## config.mk

```make
export PLATFORM = sky130hd
export DESIGN_NAME = pwm_dutycycle_configurator
export DESIGN_NICKNAME = d
export VERILOG_FILES = /design/src/rtl/pwm_dutycycle_configurator.sv
export SDC_FILE = /design/constraint.sdc
export NUM_CORES = 1
export LEC_CHECK = 0
export ABC_CLOCK_PERIOD_IN_PS = 4340
export BUFFER_PORTS_ARGS = -buffer_cell sky130_fd_sc_hd__buf_2
export CAP_MARGIN = 20
export CORE_UTILIZATION = 59
export DETAILED_ROUTE_END_ITERATION = 16
export PLACE_DENSITY_LB_ADDON = 0.05
export SLEW_MARGIN = 20
export SYNTH_ARGS = -nofsm -noshare
export SYNTH_HDL_FRONTEND = slang
export SYNTH_SLANG_ARGS = --single-unit
```

## constraint.sdc

```tcl
create_clock -name clock -period 4.34 [get_ports clock]
set_input_delay 0.434 -clock clock [delete_from_list [all_inputs] [get_ports clock]]
set_output_delay 0.434 -clock clock [all_outputs]
set_load 0.05 [all_outputs]
```

## src/rtl/pwm_dutycycle_configurator.sv

```systemverilog
// Converts a normalised duty request plus period/deadtimes into PWM tick counts.
// A serial shift-add multiplier scales the usable period, then the result is clamped so both pulses stay nonzero.
module pwm_dutycycle_configurator #(
   parameter int bitwidth      = 8,
   parameter int duty_bitwidth = 8
) (
   input  logic                     clock,
   input  logic                     reset_n,
   input  logic                     request_valid,
   output logic                     request_ready,
   input  logic [duty_bitwidth-1:0] request_duty,
   input  logic [bitwidth-1:0]      request_period,
   input  logic [bitwidth-1:0]      request_deadtime_hs_to_ls,
   input  logic [bitwidth-1:0]      request_deadtime_ls_to_hs,
   output logic [bitwidth-1:0]      tick_count_period,
   output logic [bitwidth-1:0]      tick_count_highside,
   output logic [bitwidth-1:0]      tick_count_lowside,
   output logic [bitwidth-1:0]      deadtime_hs_to_ls,
   output logic [bitwidth-1:0]      deadtime_ls_to_hs,
   output logic                     configuration_load_enable,
   output logic                     busy,
   output logic                     configuration_error
);

   localparam int AccW = bitwidth + duty_bitwidth;
   localparam int CntW = (duty_bitwidth > 1) ? $clog2(duty_bitwidth) : 1;

   typedef enum logic [2:0] {
      StIdle,
      StCheck,
      StMultiply,
      StClamp,
      StLoad
   } state_t;

   state_t                   state_q;
   logic                     ready_q;
   logic                     busy_q;
   logic                     loadEnable_q;
   logic                     error_q;
   logic [bitwidth-1:0]      period_q;
   logic [bitwidth-1:0]      dtHsToLs_q;
   logic [bitwidth-1:0]      dtLsToHs_q;
   logic [bitwidth-1:0]      avail_q;
   logic [duty_bitwidth-1:0] dutyShift_q;
   logic [AccW-1:0]          mcand_q;
   logic [AccW-1:0]          acc_q;
   logic [CntW-1:0]          iter_q;
   logic [bitwidth-1:0]      tickPeriod_q;
   logic [bitwidth-1:0]      tickHs_q;
   logic [bitwidth-1:0]      tickLs_q;
   logic [bitwidth-1:0]      outDtHsToLs_q;
   logic [bitwidth-1:0]      outDtLsToHs_q;

   logic [bitwidth:0]        dtSum_d;
   logic [bitwidth-1:0]      avail_d;
   logic                     checkError_d;
   logic [AccW-1:0]          accStep_d;
   logic [bitwidth-1:0]      product_d;
   logic [bitwidth-1:0]      availMinus1_d;
   logic [bitwidth-1:0]      highside_d;
   logic [bitwidth-1:0]      lowside_d;

   always_comb begin
      dtSum_d       = {1'b0, dtHsToLs_q} + {1'b0, dtLsToHs_q};
      avail_d       = period_q - dtHsToLs_q - dtLsToHs_q;
      // Sum is widened by one more bit so the +2 margin cannot wrap.
      checkError_d  = (period_q == '0) ||
                      (({1'b0, dtSum_d} + (bitwidth+2)'(2)) > {2'b00, period_q});
      accStep_d     = dutyShift_q[0] ? (acc_q + mcand_q) : acc_q;
      product_d     = acc_q[AccW-1:duty_bitwidth];
      availMinus1_d = avail_q - bitwidth'(1);
      highside_d    = (product_d > availMinus1_d) ? availMinus1_d : product_d;
      if (highside_d == '0) begin
         highside_d = bitwidth'(1);
      end
      lowside_d     = avail_q - highside_d;
   end

   always_ff @(posedge clock or negedge reset_n) begin
      if (!reset_n) begin
         state_q       <= StIdle;
         ready_q       <= 1'b0;
         busy_q        <= 1'b0;
         loadEnable_q  <= 1'b0;
         error_q       <= 1'b0;
         period_q      <= '0;
         dtHsToLs_q    <= '0;
         dtLsToHs_q    <= '0;
         avail_q       <= '0;
         dutyShift_q   <= '0;
         mcand_q       <= '0;
         acc_q         <= '0;
         iter_q        <= '0;
         tickPeriod_q  <= '0;
         tickHs_q      <= '0;
         tickLs_q      <= '0;
         outDtHsToLs_q <= '0;
         outDtLsToHs_q <= '0;
      end else begin
         loadEnable_q <= 1'b0;
         unique case (state_q)
            StIdle: begin
               if (ready_q && request_valid) begin
                  period_q    <= request_period;
                  dtHsToLs_q  <= request_deadtime_hs_to_ls;
                  dtLsToHs_q  <= request_deadtime_ls_to_hs;
                  dutyShift_q <= request_duty;
                  error_q     <= 1'b0;
                  ready_q     <= 1'b0;
                  busy_q      <= 1'b1;
                  state_q     <= StCheck;
               end else begin
                  ready_q <= 1'b1;
               end
            end
            StCheck: begin
               if (checkError_d) begin
                  error_q <= 1'b1;
                  busy_q  <= 1'b0;
                  state_q <= StIdle;
               end else begin
                  avail_q <= avail_d;
                  mcand_q <= AccW'(avail_d);
                  acc_q   <= '0;
                  iter_q  <= '0;
                  state_q <= StMultiply;
               end
            end
            StMultiply: begin
               // LSB-first: add the shifted multiplicand whenever the current duty bit is set.
               acc_q       <= accStep_d;
               mcand_q     <= mcand_q << 1;
               dutyShift_q <= dutyShift_q >> 1;
               if (iter_q == CntW'(duty_bitwidth - 1)) begin
                  iter_q  <= '0;
                  state_q <= StClamp;
               end else begin
                  iter_q <= iter_q + CntW'(1);
               end
            end
            StClamp: begin
               tickPeriod_q  <= period_q;
               tickHs_q      <= highside_d;
               tickLs_q      <= lowside_d;
               outDtHsToLs_q <= dtHsToLs_q;
               outDtLsToHs_q <= dtLsToHs_q;
               loadEnable_q  <= 1'b1;
               state_q       <= StLoad;
            end
            StLoad: begin
               busy_q  <= 1'b0;
               ready_q <= 1'b1;
               state_q <= StIdle;
            end
            default: begin
               busy_q  <= 1'b0;
               state_q <= StIdle;
            end
         endcase
      end
   end

   assign request_ready             = ready_q;
   assign busy                      = busy_q;
   assign configuration_load_enable = loadEnable_q;
   assign configuration_error       = error_q;
   assign tick_count_period         = tickPeriod_q;
   assign tick_count_highside       = tickHs_q;
   assign tick_count_lowside        = tickLs_q;
   assign deadtime_hs_to_ls         = outDtHsToLs_q;
   assign deadtime_ls_to_hs         = outDtLsToHs_q;

endmodule

```

======== Yosys cells after proc, flatten, opt, wreduce, memory -nomap -nowiden ========
Index checks and enable logic that the tools add are counted.
storage, ports and cells
  register bits after elaboration ......... 122
  RAM bits ................................ 0
  memory bits (read-only) ................. 0
  bits in latches ......................... 0
  memories kept ........................... 0
  bits of input ports ..................... 35
  logic and storage cells ................. 83
cells by class
  multipliers ............................. 0
  reductions and logical operators ........ 18
  add/subtract/negate cells ............... 8
  multiplexer cells ....................... 25
  bitwise gates (word level) .............. 2
  equality and inequality tests ........... 10
  $lt $le $gt $ge ......................... 2
  div/mod/pow operators ................... 0
  shifts and indexed selects .............. 0
operators with widths
  kind                    count
  $pmux W16 S2            2
  $mux W16                3
  $mux W8                 3
  $sub A8 B8 Y8           3
  $add A16 B16 Y16        1
  $logic_not A8 Y1        2
  $pmux W8 S2             1
  $mux W3                 4
  $pmux W3 S4             1
  $add A9 B2 Y10 const B  1
  $gt A10 B8 Y1           1
  $ne A2 B2 Y1 const B    5
  $reduce_and A2 Y1       5
  $add A8 B8 Y9           1
  $reduce_and A3 Y1       3
  $gt A8 B8 Y1            1
  $reduce_bool A2 Y1      4
  $sub A8 B1 Y8 const B   1
  $eq A3 B2 Y1 const B    2
  $eq A3 B3 Y1 const B    2
  $mux W1                 6
  $pmux W3 S2             1
  $pmux W1 S2             2
  $add A3 B1 Y3 const B   1
  8 further kinds         9

======== Depth between registers and ports, before layout ========
  depth in word-level cells ............... 6
  mapped depth ............................ 21

======== Worst setup path after synthesis ========
No wires, ideal clock.
  path type ............................... register to register
  start point ............................. reg avail_q[4]
  end point ............................... reg tickLs_q[7] (netlist: tick_count_lowside[7])
  cell stages (with the launch flop) ...... 18
  buffers on the path ..................... 1
  data arrival time ....................... 3,520 ps
  setup slack ............................. 737 ps
  cell sequence ........................... dfrtp_1 > nor4_2 > nand4_1 > xor2_1 > ha_1 > and3_1 > a21boi_1 > o31ai_4 > buf_2 > a21oi_1 > ha_1 > nor2b_1 > o21ai_0 > a21oi_1 > o21ai_0 > a21oi_1 > xor2_1 > o21ai_0
between the ends
  cells in the longest elaborated chain, start to end .. 6
ends and longest elaborated chain
  item                    line  RTL
  from (decl)             44    logic [bitwidth-1:0] avail_q;
  from (signal assigned)  123   avail_q <= avail_d;
  $sub A8 B1 Y8           72    availMinus1_d = avail_q - bitwidth'(1);
  $gt A8 B8 Y1            73    highside_d = (product_d > availMinus1_d) ? availMinus1_d : product_d;
  $mux W8                 73
  $logic_not A8 Y1        74    if (highside_d == '0) begin
  $mux W8                 74
  $sub A8 B8 Y8 (*)       77    lowside_d = avail_q - highside_d;
  to (signal assigned)    145   tickLs_q <= lowside_d;
  to (decl)               51    logic [bitwidth-1:0] tickLs_q;
Mark *: on every way between the ends. The rest lies on a longest branch, timed or not.
A chain may end at the register's enable or synchronous reset.

======== Final worst setup path ========
  start point ............................. reg avail_q[4]
  end point ............................... reg tickLs_q[6] (netlist: tick_count_lowside[6])
between the ends
  cells in the longest elaborated chain, start to end .. 6
ends and longest elaborated chain
  item               line  RTL
  $sub A8 B1 Y8 (*)  72
  $gt A8 B8 Y1       73
  $mux W8 (*)        73
  $logic_not A8 Y1   74
  $mux W8 (*)        74
  net highside_d[0]  61    logic [bitwidth-1:0] highside_d;
  $sub A8 B8 Y8 (*)  77
Mark *: on every way through the listed nets, which the timed path passes. The rest lies on a longest branch.

==> impl_metrics.csv <==
group,metric,value,unit
status,status,"finished, violations left",
status,violations,"DRC",
clocking,cts.sinks,122,
layout,final_cell_area,0.00828,mm^2
timing,tns,0,ns
worst_setup_path,r2r_cells,18,
clocking,cts_tree,"built",
clocking,cts-htree-levels,4,
routing,dr.first_iter.drc_count,315,
layout,regArea,0.00305,mm^2
worst_setup_path,path_delay_family,"compound AO/OA/AOI/OAI gates",
timing,setup_violations,0,
global_routing,track_usage,0.279,
worst_setup_path,cp.arrival,4.36,ns
worst_setup_path,worstSetupPathType,"reg2reg",
worst_setup_path,startpoint_type,"flop",
clocking,cts.clk_slew.worst_paths,0.06,ns
synthesis,yosysSeqAreaShare,0.428,
layout,fin_nets,953,
layout,most-common-layout-cells,"nand2_1 (142), dfrtp_1 (122), o21ai_0 (91)",
run,cap_violations,0,
worst_setup_path,crit_fanout,6,
worst_setup_path,cpPeakStageDelay,0.43,ns
layout,nFillCells,915,
timing,post-route-period-util,0.944,
floorplanning,die-area,0.0125,mm^2
synthesis,syn_inst,763,
routing,via_per_inst,5.73,
timing,tightestPinTransition,0.685,ns
timing,skew,0.00686,ns
clocking,clockBufferDepth,2,
global_routing,grt_pass1_vias,5683,
layout,diodes,0,
synthesis,synth-edff-count,0,
global_routing,antenna_found_initial,0,
worst_setup_path,slowest_stage,"dfrtp_1",
synthesis,avgSynthCellArea,9.35,um^2
floorplanning,die_h,112,um
worst_setup_path,r2r_slack,0.24,ns
routing,ant_nets,0,
floorplanning,core-area,0.0116,mm^2
routing,wl_per_cell,16.3,um
timing,finalCriticalPeriod,4.10,ns
clocking,numCtsBuffers,17,
placed_design,dpl_cell_area,0.00764,mm^2
placed_design,hpwl,11500,um
worst_setup_path,path_cells,"nor4_2, nand4_1, xor2_2, ha_1, and3_1, a21boi_1, o31ai_4, a311oi_2, a21oi_1, ha_1, fa_1, inv_1, a21oi_1, o21bai_1, a21o_1, a21oi_1, xor2_1, o21ai_0",
worst_setup_path,path_depth,18,
floorplanning,fp-row-count,39,
timing,fmax,244,MHz
synthesis,async_reset_ff_frac,1.00,
timing,hold_viol_final,0,
timing,slew_headroom,0.544,
synthesis,synth-main-ff-cell,"dfrtp_1",
routing,wl,16300,um
synthesis,ys_types,55,
clocking,root_buffer,"clkbuf_16",
min_path,hp-class,"in2reg",
worst_setup_path,end_kind,"flop",
layout,drive_above_1_share,0.165,
synthesis,yosys_warnings,0,
global_routing,grt_max_degree,79,
floorplanning,io_pins,79,
routing,vias,5701,
min_path,hold_depth,3,
layout,layout_commonest_cell,"nand2_1",
floorplanning,initial_utilization,0.614,
routing,drt_pre_antenna_iters,12,
routing,drc_errors,2,
layout,fin_util,0.713,
placed_design,port_buffers,78,
worst_setup_path,required,4.60,ns
worst_setup_path,crit_path_frequent_cell,"a21oi_1",
global_routing,overflow,0,
clocking,worstSkewPairLatency,0.41,ns
global_routing,grt_first_pass_wirelength,27200,um
placed_design,routabilityCongestion,0.845,
layout,multi_input_area,0.00377,mm^2
floorplanning,fp.dieW,112,um
synthesis,ys_ff_latch,122,
layout,area_growth,16.1,%
worst_setup_path,path_buf_inv,1,
synthesis,netlist_area,0.00713,mm^2
timing,report.final.slew_viol_count,0,
synthesis,synth.net_count,877,
kinds of logic (layout without fill, tap and decap cells):
logic type	count (synthesis)	after routing	synth area share
and+or+nand+nor	229	229	0.141
AOI/OAI and AO/OA	204	204	0.171
DFF	122	122	0.428
buffers and inverters	80	169	0.0472
adders and majority gates	79	79	0.149
xor gates and xnor gates	34	34	0.0417
muxes	15	15	0.0225
synthesized netlist by cell type, types with 6 or more instances:
master / count / area, um^2
a22oi_1: 8 / 60.1
o21ai_0: 92 / 460
nand2_1: 142 / 533
nand4_1: 6 / 37.5
o22ai_1: 10 / 62.6
nor2_1: 29 / 109
mux2i_1: 7 / 70.1
o21ai_1: 6 / 30.0
mux2_2: 8 / 90.1
a21o_1: 8 / 60.1
a21oi_1: 41 / 205
nand3_1: 7 / 35.0
dfrtp_1: 122 / 3050
nor2b_1: 6 / 37.5
inv_1: 49 / 184
clkbuf_1: 22 / 82.6
fa_1: 10 / 200
xor2_1: 13 / 114
xnor2_1: 21 / 184
nor3_1: 12 / 60.1
ha_1: 69 / 863
stage by stage:
stage | hold slack (ns) | worst slack [ns] | cells
floorplan | 0.138 | 0.737 | 763
detailed placement | 0.391 | 0.297 | 961
finish | 0.218 | 0.244 | 995
global route | 0.213 | -0.0304 | 995
CTS | 0.207 | 0.278 | 994
global placement | 0.389 | 0.496 | 961
worst min-delay path: stages:
cell     delay [ns]
buf_2          0.08
nand2_1        0.03
o21ai_0        0.05
area by class of cell:
cell class,count,share of cell area
clock buffer,20,0.0527
tap,143,0.0216
sequential,122,0.369
multi-input combinational,561,0.456
timing repair buffer,88,0.0583
inverter,49,0.0222
clock inverter,12,0.0210
state kept, by name, indices dropped and copies added, names as in the netlist, 8 cells and up:
register and cells:
tick_count_period 8, period_q 8, mcand_q 16, tick_count_lowside 8
dutyShift_q 8, deadtime_ls_to_hs 8, avail_q 8, dtLsToHs_q 8
dtHsToLs_q 8, acc_q 16, deadtime_hs_to_ls 8, tick_count_highside 8
routing by layer:
layer / track usage / up-vias / share of wire
met4: 0.108 / 0 / 0.014
met2: 0.473 / 135 / 0.50
met5: 0 / - / 0
met3: 0.0550 / 23 / 0.035
met1: 0.354 / 2748 / 0.45
li1: - / 2795 / -
final timing paths:
| path | start | to |
|---|---|---|
| min reg2reg | tick_count_highside[7] | tick_count_highside[7] |
| max reg2reg | avail_q[4] | tick_count_lowside[6] |
| max in group asynchronous | reset_n | mcand_q[7] |
| min | request_deadtime_hs_to_ls[2] | dtHsToLs_q[2] |
| max | avail_q[4] | tick_count_lowside[6] |
| min in group asynchronous | reset_n | acc_q[9] |
repair_timing:
item                                   4_1_cts  5_1_grt
gates resized for setup                      0        6
endpoints found under the hold margin       29        0
setup endpoints to repair                    0        3
hold buffers                                 1        0
buffers inserted                             0        1
Power is not shown: default switching activity piles up to over one toggle a cycle in this logic, so the estimate is an artifact.
